<file path="src/rtl/tdm_demux16.sv">
// rtl/tdm_demux16.sv - 16-channel TDM serial-to-parallel demultiplexer
//
// Receives one bit per qualified cycle (din_valid). The bit is steered into
// the slot given by an internal slot counter. All channels are published
// together on dout once a full frame has been collected.
//
// Optional feature: define TDM_DEMUX_PARITY_EN to append an even-parity bit
// after slot NCH-1. The parity bit is checked and the result reported on par_err.
//
// Parameters:
//   NCH         channels (slots) per frame
//   SLOT_W      slot counter width, clog2(NCH)
//   TIMEOUT     idle cycles tolerated mid-frame before abort (0 = never)
//
// Ports:
//   clk          rising-edge clock
//   rst_n        synchronous active-low reset
//   din          serial data bit
//   din_valid    din is valid this cycle
//   frame_start  current valid bit is slot 0
//   dout         last complete frame, dout[i] = slot i
//   dout_valid   one-cycle pulse when dout updates
//   slot         slot index the next accepted bit will occupy
//   busy         frame in progress
//   sync_err     one-cycle pulse: frame_start arrived mid-frame
//   timeout_err  one-cycle pulse: mid-frame idle timeout abort
//   par_err      one-cycle pulse: parity mismatch (0 without parity)

module tdm_demux16 #(
  parameter int NCH     = 16,
  parameter int SLOT_W  = 4,
  parameter int TIMEOUT = 64
) (
  input  logic              clk,
  input  logic              rst_n,
  input  logic              din,
  input  logic              din_valid,
  input  logic              frame_start,
  output logic [NCH-1:0]    dout,
  output logic              dout_valid,
  output logic [SLOT_W-1:0] slot,
  output logic              busy,
  output logic              sync_err,
  output logic              timeout_err,
  output logic              par_err
);

  localparam logic [1:0] ST_IDLE   = 2'd0;
  localparam logic [1:0] ST_RECV   = 2'd1;
`ifdef TDM_DEMUX_PARITY_EN
  localparam logic [1:0] ST_PARITY = 2'd2;
`endif

  // The idle counter only has to reach TIMEOUT-1. When TIMEOUT is small or
  // disabled, keep at least one bit so that the declarations stay legal.
  localparam int               CNT_W     = (TIMEOUT > 1) ? $clog2(TIMEOUT + 1) : 1;
  localparam logic [CNT_W-1:0] IDLE_LAST = (TIMEOUT > 0) ? CNT_W'(TIMEOUT - 1) : '0;
  localparam bit               TO_EN     = (TIMEOUT > 0);
  localparam logic [SLOT_W-1:0] SLOT_LAST = SLOT_W'(NCH - 1);
  localparam logic [SLOT_W-1:0] SLOT_ONE  = SLOT_W'(1);

  logic [1:0]        state;
  logic [SLOT_W-1:0] slot_q;
  logic [NCH-1:0]    shadow;
  logic [CNT_W-1:0]  idle_cnt;
  logic [NCH-1:0]    dout_q;
  logic              dout_valid_q;
  logic              sync_err_q;
  logic              timeout_err_q;

  // Frame as it will look once the current bit lands in the last slot. This
  // lets the frame publish on the same edge that accepts the final bit.
  logic [NCH-1:0]    frame_word;
  // The idle cycle being accepted now is the one that exhausts the budget.
  logic              idle_expire;

  always_comb begin
    frame_word          = shadow;
    frame_word[NCH-1]   = din;
  end

  assign idle_expire = TO_EN && (idle_cnt == IDLE_LAST);

`ifdef TDM_DEMUX_PARITY_EN
  logic par_err_q;
  // Even parity: the data bits XORed with the parity bit must be 0.
  logic par_bad;
  assign par_bad = (^shadow) ^ din;
`endif

  always_ff @(posedge clk) begin
    if (!rst_n) begin
      state         <= ST_IDLE;
      slot_q        <= '0;
      shadow        <= '0;
      idle_cnt      <= '0;
      dout_q        <= '0;
      dout_valid_q  <= 1'b0;
      sync_err_q    <= 1'b0;
      timeout_err_q <= 1'b0;
`ifdef TDM_DEMUX_PARITY_EN
      par_err_q     <= 1'b0;
`endif
    end else begin
      // All status outputs are single-cycle pulses.
      dout_valid_q  <= 1'b0;
      sync_err_q    <= 1'b0;
      timeout_err_q <= 1'b0;
`ifdef TDM_DEMUX_PARITY_EN
      par_err_q     <= 1'b0;
`endif

      case (state)
        ST_IDLE: begin
          idle_cnt <= '0;
          // Valid bits without frame_start are line noise between frames.
          if (din_valid && frame_start) begin
            shadow[0] <= din;
            slot_q    <= SLOT_ONE;
            state     <= ST_RECV;
          end
        end

        ST_RECV: begin
          if (din_valid) begin
            idle_cnt <= '0;
            if (frame_start) begin
              // Resync: the new bit becomes slot 0 of a fresh frame. The
              // stale shadow bits are overwritten before they can publish.
              sync_err_q <= 1'b1;
              shadow[0]  <= din;
              slot_q     <= SLOT_ONE;
            end else if (slot_q == SLOT_LAST) begin
`ifdef TDM_DEMUX_PARITY_EN
              shadow[NCH-1] <= din;
              slot_q        <= '0;
              state         <= ST_PARITY;
`else
              dout_q       <= frame_word;
              dout_valid_q <= 1'b1;
              slot_q       <= '0;
              state        <= ST_IDLE;
`endif
            end else begin
              shadow[slot_q] <= din;
              slot_q         <= slot_q + SLOT_ONE;
            end
          end else if (TO_EN) begin
            if (idle_expire) begin
              timeout_err_q <= 1'b1;
              idle_cnt      <= '0;
              slot_q        <= '0;
              state         <= ST_IDLE;
            end else begin
              idle_cnt <= idle_cnt + 1'b1;
            end
          end
        end

`ifdef TDM_DEMUX_PARITY_EN
        ST_PARITY: begin
          if (din_valid) begin
            idle_cnt <= '0;
            if (frame_start) begin
              sync_err_q <= 1'b1;
              shadow[0]  <= din;
              slot_q     <= SLOT_ONE;
              state      <= ST_RECV;
            end else begin
              // Publish even if the parity check fails. The consumer decides
              // what to do with a frame that is flagged bad.
              dout_q       <= shadow;
              dout_valid_q <= 1'b1;
              par_err_q    <= par_bad;
              state        <= ST_IDLE;
            end
          end else if (TO_EN) begin
            if (idle_expire) begin
              timeout_err_q <= 1'b1;
              idle_cnt      <= '0;
              state         <= ST_IDLE;
            end else begin
              idle_cnt <= idle_cnt + 1'b1;
            end
          end
        end
`endif

        default: begin
          state  <= ST_IDLE;
          slot_q <= '0;
        end
      endcase
    end
  end

  assign dout        = dout_q;
  assign dout_valid  = dout_valid_q;
  assign slot        = slot_q;
  assign busy        = (state != ST_IDLE);
  assign sync_err    = sync_err_q;
  assign timeout_err = timeout_err_q;
`ifdef TDM_DEMUX_PARITY_EN
  assign par_err     = par_err_q;
`else
  assign par_err     = 1'b0;
`endif

endmodule

</file>
<file path="config.mk">
export PLATFORM = sky130hd
export DESIGN_NAME = tdm_demux16
export DESIGN_NICKNAME = d
export VERILOG_FILES = /design/src/rtl/tdm_demux16.sv
export SDC_FILE = /design/constraint.sdc
export NUM_CORES = 1
export LEC_CHECK = 0
export ABC_AREA = 0
export ABC_CLOCK_PERIOD_IN_PS = 3150
export CAP_MARGIN = 20
export CORE_ASPECT_RATIO = 1.5
export CORE_MARGIN = 5
export CORE_UTILIZATION = 58
export CTS_BUF_LIST = sky130_fd_sc_hd__clkbuf_8
export DETAILED_ROUTE_END_ITERATION = 7
export HOLD_SLACK_MARGIN = 0.05
export PLACE_DENSITY = 0.85
export SLEW_MARGIN = 20
export SYNTH_ARGS = -nofsm -noshare
export SYNTH_HDL_FRONTEND = slang
export SYNTH_SLANG_ARGS = --single-unit
</file>
<file path="constraint.sdc">
create_clock -name clk -period 3.15 [get_ports clk]
set_clock_uncertainty 0.15 [all_clocks]
set_input_delay 0.315 -clock clk [delete_from_list [all_inputs] [get_ports clk]]
set_output_delay 0.315 -clock clk [all_outputs]
set_load 0.02 [all_outputs]
</file>
=== Word-level counts from Yosys, hierarchy flattened ===
Cells that the tools add are included.

* Equality and inequality tests: 9
* Multiplexer cells: 26
* Order comparisons: 2
* Add/sub/neg operators: 2
* Reductions and logical operators: 13
* Bitwise operators: 5

{| class="wikitable"
|+ Operators by type and width
! operator !! number
|-
| 4-bit two-way mux || 5
|-
| 16-bit bitwise mux || 1
|-
| 4-bit AND reduction || 4
|-
| 7-bit two-way mux || 2
|-
| 7-bit one-hot mux with 2 select lines || 1
|-
| 3-bit != test (second input constant) || 4
|-
| 2-bit two-way mux || 5
|-
| 1-bit two-way mux || 8
|-
| 4-bit one-hot mux with 2 select lines || 1
|-
| 7-bit by 1-bit adder with 7-bit output (second input constant) || 1
|-
| 7-bit by 6-bit == test with 1-bit output (second input constant) || 1
|-
| 4-bit by 5-bit less-than comparator with 1-bit output (second input constant) || 1
|-
| 1-bit NOT || 5
|-
| 4-bit by 1-bit adder with 4-bit output (second input constant) || 1
|-
| 1-bit demux with 4-bit select || 1
|-
| 4-bit == test (second input constant) || 1
|-
| 4-bit by 1-bit greater-or-equal comparator with 1-bit output (second input constant) || 1
|-
| 2-bit != test (second input constant) || 2
|-
| 2-bit one-hot mux with 2 select lines || 1
|-
| 2-bit nonzero test || 2
|-
| 4-bit OR reduction || 1
|-
| 3-bit AND reduction || 1
|-
| 3-bit OR reduction || 1
|-
| 2-bit by 1-bit == test with 1-bit output (second input constant) || 1
|-
| 4 further kinds || 5
|}

* Register bits after elaboration: 48
* Output and inout bits: 25
* Logic and storage cells: 66
* Input bits: 5

=== Logic depth before layout (Yosys ltp) ===
* Depth after elaboration: 9
* Depth in mapped cells: 7
* Depth with buffers taken out: 6

=== Worst setup path after synthesis ===
No wires, ideal clock.

* Path kind: register to register
* Start point: reg slot_q[0], in the netlist slot[0]
* End point: reg dout_q[1], in the netlist dout[1]
* Data arrival time: 1.652 ns
* Setup slack: 1.216 ns
* Period minus slack after synthesis: 1.934 ns
* Cell stages (with the launch flop): 8
* Path buffers: 2
* Data required time: 2.868 ns
* Library setup time: 0.132 ns
* Cell sequence: dfxtp_1 -> ha_1 -> nand4b_4 -> or2_1 -> buf_6 -> buf_6 -> nand2_1 -> a21oi_1

* Longest elaborated chain between the ends: 2

{| class="wikitable"
|+ Ends and longest elaborated chain
! item !! line !! source
|-
| from (decl) || 63 || <nowiki>logic [SLOT_W-1:0] slot_q;</nowiki>
|-
| from (signal assigned) || 146 || <nowiki>slot_q <= slot_q + SLOT_ONE;</nowiki>
|-
| 4-bit == test || 133 || <nowiki>end else if (slot_q == SLOT_LAST) begin</nowiki>
|-
| 4-bit AND reduction (no source line) || -- ||
|-
| to (signal assigned) || 139 || <nowiki>dout_q <= frame_word;</nowiki>
|-
| to (decl) || 66 || <nowiki>logic [NCH-1:0] dout_q;</nowiki>
|}

No other way between the ends.
A chain may end at the register's enable or synchronous reset.

=== Worst setup path after layout ===
* Start point: reg state[0]
* End point: out busy

* Longest elaborated chain between the ends: 1

{| class="wikitable"
|+ Ends and longest elaborated chain
! item !! line !! source
|-
| from (decl) || 62 || <nowiki>logic [1:0] state;</nowiki>
|-
| from (signal assigned) || 93 || <nowiki>state <= ST_IDLE;</nowiki>
|-
| from (signal assigned) || 120 || <nowiki>state <= ST_RECV;</nowiki>
|-
| from (signal assigned) || 142 || <nowiki>state <= ST_IDLE;</nowiki>
|-
| 2-bit nonzero test || 200 || <nowiki>assign busy = (state != ST_IDLE);</nowiki>
|-
| to (decl) || 42 || <nowiki>output logic busy,</nowiki>
|}

No other way between the ends.

==> results.txt <==
- Mean instance size in the synthesized netlist: 8.60 µm²
* Post-detailed-placement half-perimeter wirelength: 2650 µm
- Timing would allow up to 0.479 GHz.
- Nets: 262
- After synthesis, the netlist uses 37 different library cells.
- CTS built an H-tree with a depth of 2.
- Setup repair after global routing missed its margin: false
- Reg-to-reg critical path startpoint: slot[1]$_SDFFE_PN0P_
- Share of the synthesized area in the top cell type: 47.0%
* Port buffer count: 28
- Sinks on the clock net: 46
- For flop-to-flop paths, the worst setup slack is 1120 ps.
- Summed over all instances, the cell type with the most area after synthesis is dfxtp_1.
- Setup Fix Bufs, Post-CTS: 0
- Traced cell by cell, the critical path runs through clkdlybuf4s50_1.
- Synthesized instance count: 228
- In this run the horizontal extent of the chip is 57.5 µm.
- Number of antenna violations at the first check in global routing: 0
- Arrival time worst endpoint: 1620 ps
- Number of buffers added by the clock tree synthesis step: 5
* Worst min-delay path startpoint: dout[13]$_SDFFE_PN0P_
- Highest cell delay on the worst timing path: 700 ps
* Grt ovf: 0
- The path with the worst hold slack has its endpoint at dout[13]$_SDFFE_PN0P_.
- Among all stages on the critical path, the largest delay is contributed by clkdlybuf4s50_1.
- CTS hold repair buffers: 0
- Setup Viol. Count Final: 0
- I/O pin cnt: 30
- For the worst flop-to-flop path, the logic depth is 5.
- Buffers & Inverters on Critical Path: 1
- Biggest fanout along the worst timing path: 13
* Cell Pwr Density: 464 nW/µm²
- Dividing the detail-routed wire length by the instance count gives 13.0 µm.
- Maximum VDD drop: 0.369 mV
* Count of routing violations after the opening detailed-route iteration: 31
* Total iterations of the first detailed-routing run: 4
* Share of the core filled with cells: 69.9%
- Crit Path Category: reg2out
- In this run the tightest slew margin relative to its limit is 59.7%.
- Number of nets produced by synthesis: 238
* GRT Total Usage: 18.7%
* Number of failing hold endpoints at the final stage: 0
- Fraction of the yosys area taken by sequential cells: 47.0%
- After detailed routing, the total wire length is 3840 µm.
* Filler Cell Count: 283
- At the end of routability-driven placement, the weighted congestion stood at 0.829.
- Using the TritonRoute via totals, the vias-per-cell ratio works out to 5.33.
- Total via count after detailed routing: 1573
- CTS tree: yes
- Fraction of final layout cells sized beyond drive strength 1: 4.74%
- Crit Reg-Reg Endpoint: dout[11]$_SDFFE_PN0P_
* Least-Margin Pin Slew: 603 ps
- Floorplan core area: 3350 µm²
- The tightest min-delay check is of the reg2reg type.
- Area used by multi-input combinational logic: 942 µm²
- Setup crit start kind: register
* Syn Std Cell Area: 1960 µm²
- Vias in the first global route: 1468
* Number of resized instances in the post-cts repair step: 0
- The Yosys step of the flow raised 0 warnings.
- Longest Clk Path Bufs: 2
- Global-route wire length before repair: 6700 µm
* Run status: finished, final reports clean
- Slew Viols, Final: 0
- Compared with the post-synthesis result, the final layout area differs by 19.5%.
- Area of the die: 4670 µm²
* Total inserted antenna cells: 0
* Sum of negative setup slack: 0 ps
- Across the run, the number of max-cap violations was 0.
- After layout, the minimum clock period comes to 2090 ps.
* Sort of element at the end of the critical path: output pin
- Cell class contributing the biggest share of worst-path delay: buffers and inverters
- The count of nets left with antenna violations once routing finished came out at 0.
* Die Y: 81.2 µm
- At the later pin of the worst-skew pair, clock insertion delay measures 300 ps.
* Leakage power summed over all cells: 0.819 nW
* Clock slew seen by the registers of the worst setup and hold paths: 90 ps
* CTS root buffer: clkbuf_8
* Cell depth of the worst hold path: 2
- After layout, the worst path uses 66.2% of the clock period.
- The floorplan has 26 rows.
* Post-synthesis register bit count: 46
- Largest net degree at the start of global routing: 18
- By area the synthesized netlist is led by dfxtp_1 47%, nand2_1 9.2%, a21boi_0 4.6%.
- DRC violations left: 0
* Starting Density: 58.5%
- Summing all flip-flop and latch instances after layout gives 921 µm².
- Required arrival time at the worst endpoint: 2680 ps
==> Yosys cell counts, drive strengths merged <==
cell    instances
or3             1
nand2          48
a21oi          16
o21ai          13
inv             4
nand3           2
conb            1
nand2b          2
a21boi         14
buf             8
nor2           20
nand4           1
nor4bb          1
a21o            1
o211ai          1
clkbuf          5
nor2b           5
nor3            8
clkinv          1
and3            4
xor2            1
o31a            1
dfxtp          46
a311oi          1
nand4b          4
mux2i           7
o211a           1
o221ai          1
a32oi           1
or2             1
ha              5
xnor2           3
==> worst max-delay path by stage <==
stage,start,to,slack (ps),cells past startpoint
final,state[0]$_SDFFE_PN0P_,busy,1060,1
after global routing,din_valid,dout[10]$_SDFFE_PN0P_,920,5
after global placement,din_valid,dout[15]$_SDFFE_PN0P_,830,5
after detailed placement,din_valid,dout[11]$_SDFFE_PN0P_,760,5
after floorplan,slot[0]$_SDFFE_PN0P_,dout[1]$_SDFFE_PN0P_,1220,7
after CTS,state[0]$_SDFFE_PN0P_,busy,1080,1
==> state kept, by name (all words and copies together) (netlist names) <==
signal / count
dout: 16
sync_err: 1
dout_valid: 1
state: 1
slot: 4
timeout_err: 1
shadow: 15
idle_cnt: 7
==> final cells by class <==
type	instances	share of cell area, %
clock inverter	3	1.87
tap	42	2.24
inverter	5	0.801
clock buffer	5	2.94
sequential	46	39.3
timing repair buffer	30	12.6
multi-input combinational	164	40.2
==> kinds of logic (layout without fill, tap and decap cells) <==
family	count (synthesis)	in the layout	share of synthesized area, %
other cells	1	1	0.191
xor+xnor	4	4	1.79
mux	7	7	3.57
flops	46	46	47.0
buf+inv	18	43	4.98
fa+ha+maj	5	5	3.19
simple gates	97	97	23.5
compound gates	50	50	15.8
==> through the flow <==
stage / worst slack, ps / power, mW / hold slack [ps] / cells / area (µm²)
3_3_place_gp: 825 / 0.659 / 277 / 287 / 2230
2_1_floorplan: 1220 / 0.641 / 263 / 228 / 1960
4_1_cts: 1080 / 1.10 / 309 / 295 / 2340
6_report: 1060 / 1.09 / 304 / 295 / 2340
5_1_grt: 918 / 1.13 / 334 / 295 / 2340
3_5_place_dp: 757 / 0.660 / 291 / 287 / 2230
==> layer usage <==
layer,part of all wire [%],GRT usage (%),wire (µm),vias to the layer above
met3,3.8,4.61,146,8
met5,0,0,0,-
li1,-,-,-,811
met2,52,33.6,2000,27
met4,2.3,8.35,88,0
met1,42,20.3,1600,727
==> layout by cell type (no fill, tap or decap), types with 2 or more instances in the layout <==
master / Yosys / routed
nand2_1: 48 / 48
clkdlybuf4s50_1: 0 / 28
buf_4: 3 / 2
nand3_1: 2 / 2
nor2_1: 19 / 19
mux2i_1: 7 / 7
nor2b_1: 5 / 5
o21ai_0: 13 / 13
xnor2_1: 3 / 3
a21oi_1: 16 / 16
nand4b_1: 3 / 3
a21boi_0: 12 / 12
dfxtp_1: 46 / 46
inv_1: 4 / 4
a21boi_1: 2 / 2
and3_1: 4 / 4
nor3_1: 8 / 8
ha_1: 5 / 5
clkbuf_8: 0 / 5
nand2b_1: 2 / 2
==> power breakdown <==
group / switching [mW] / total [mW] / internal (mW) / leakage [nW]
Sequential: 0.00750 / 0.592 / 0.585 / 0.371
Combinational: 0.0313 / 0.0547 / 0.0234 / 0.390
Clock: 0.201 / 0.439 / 0.238 / 0.0585
==> worst register-to-register path: stages, from the launching register on <==
cell and delay (ps):
dfxtp_1 440, ha_1 390, nand4b_4 220, or2_1 490, nand2_1 150, a21boi_0 80
Note: power is estimated with default switching activity, not from simulation.
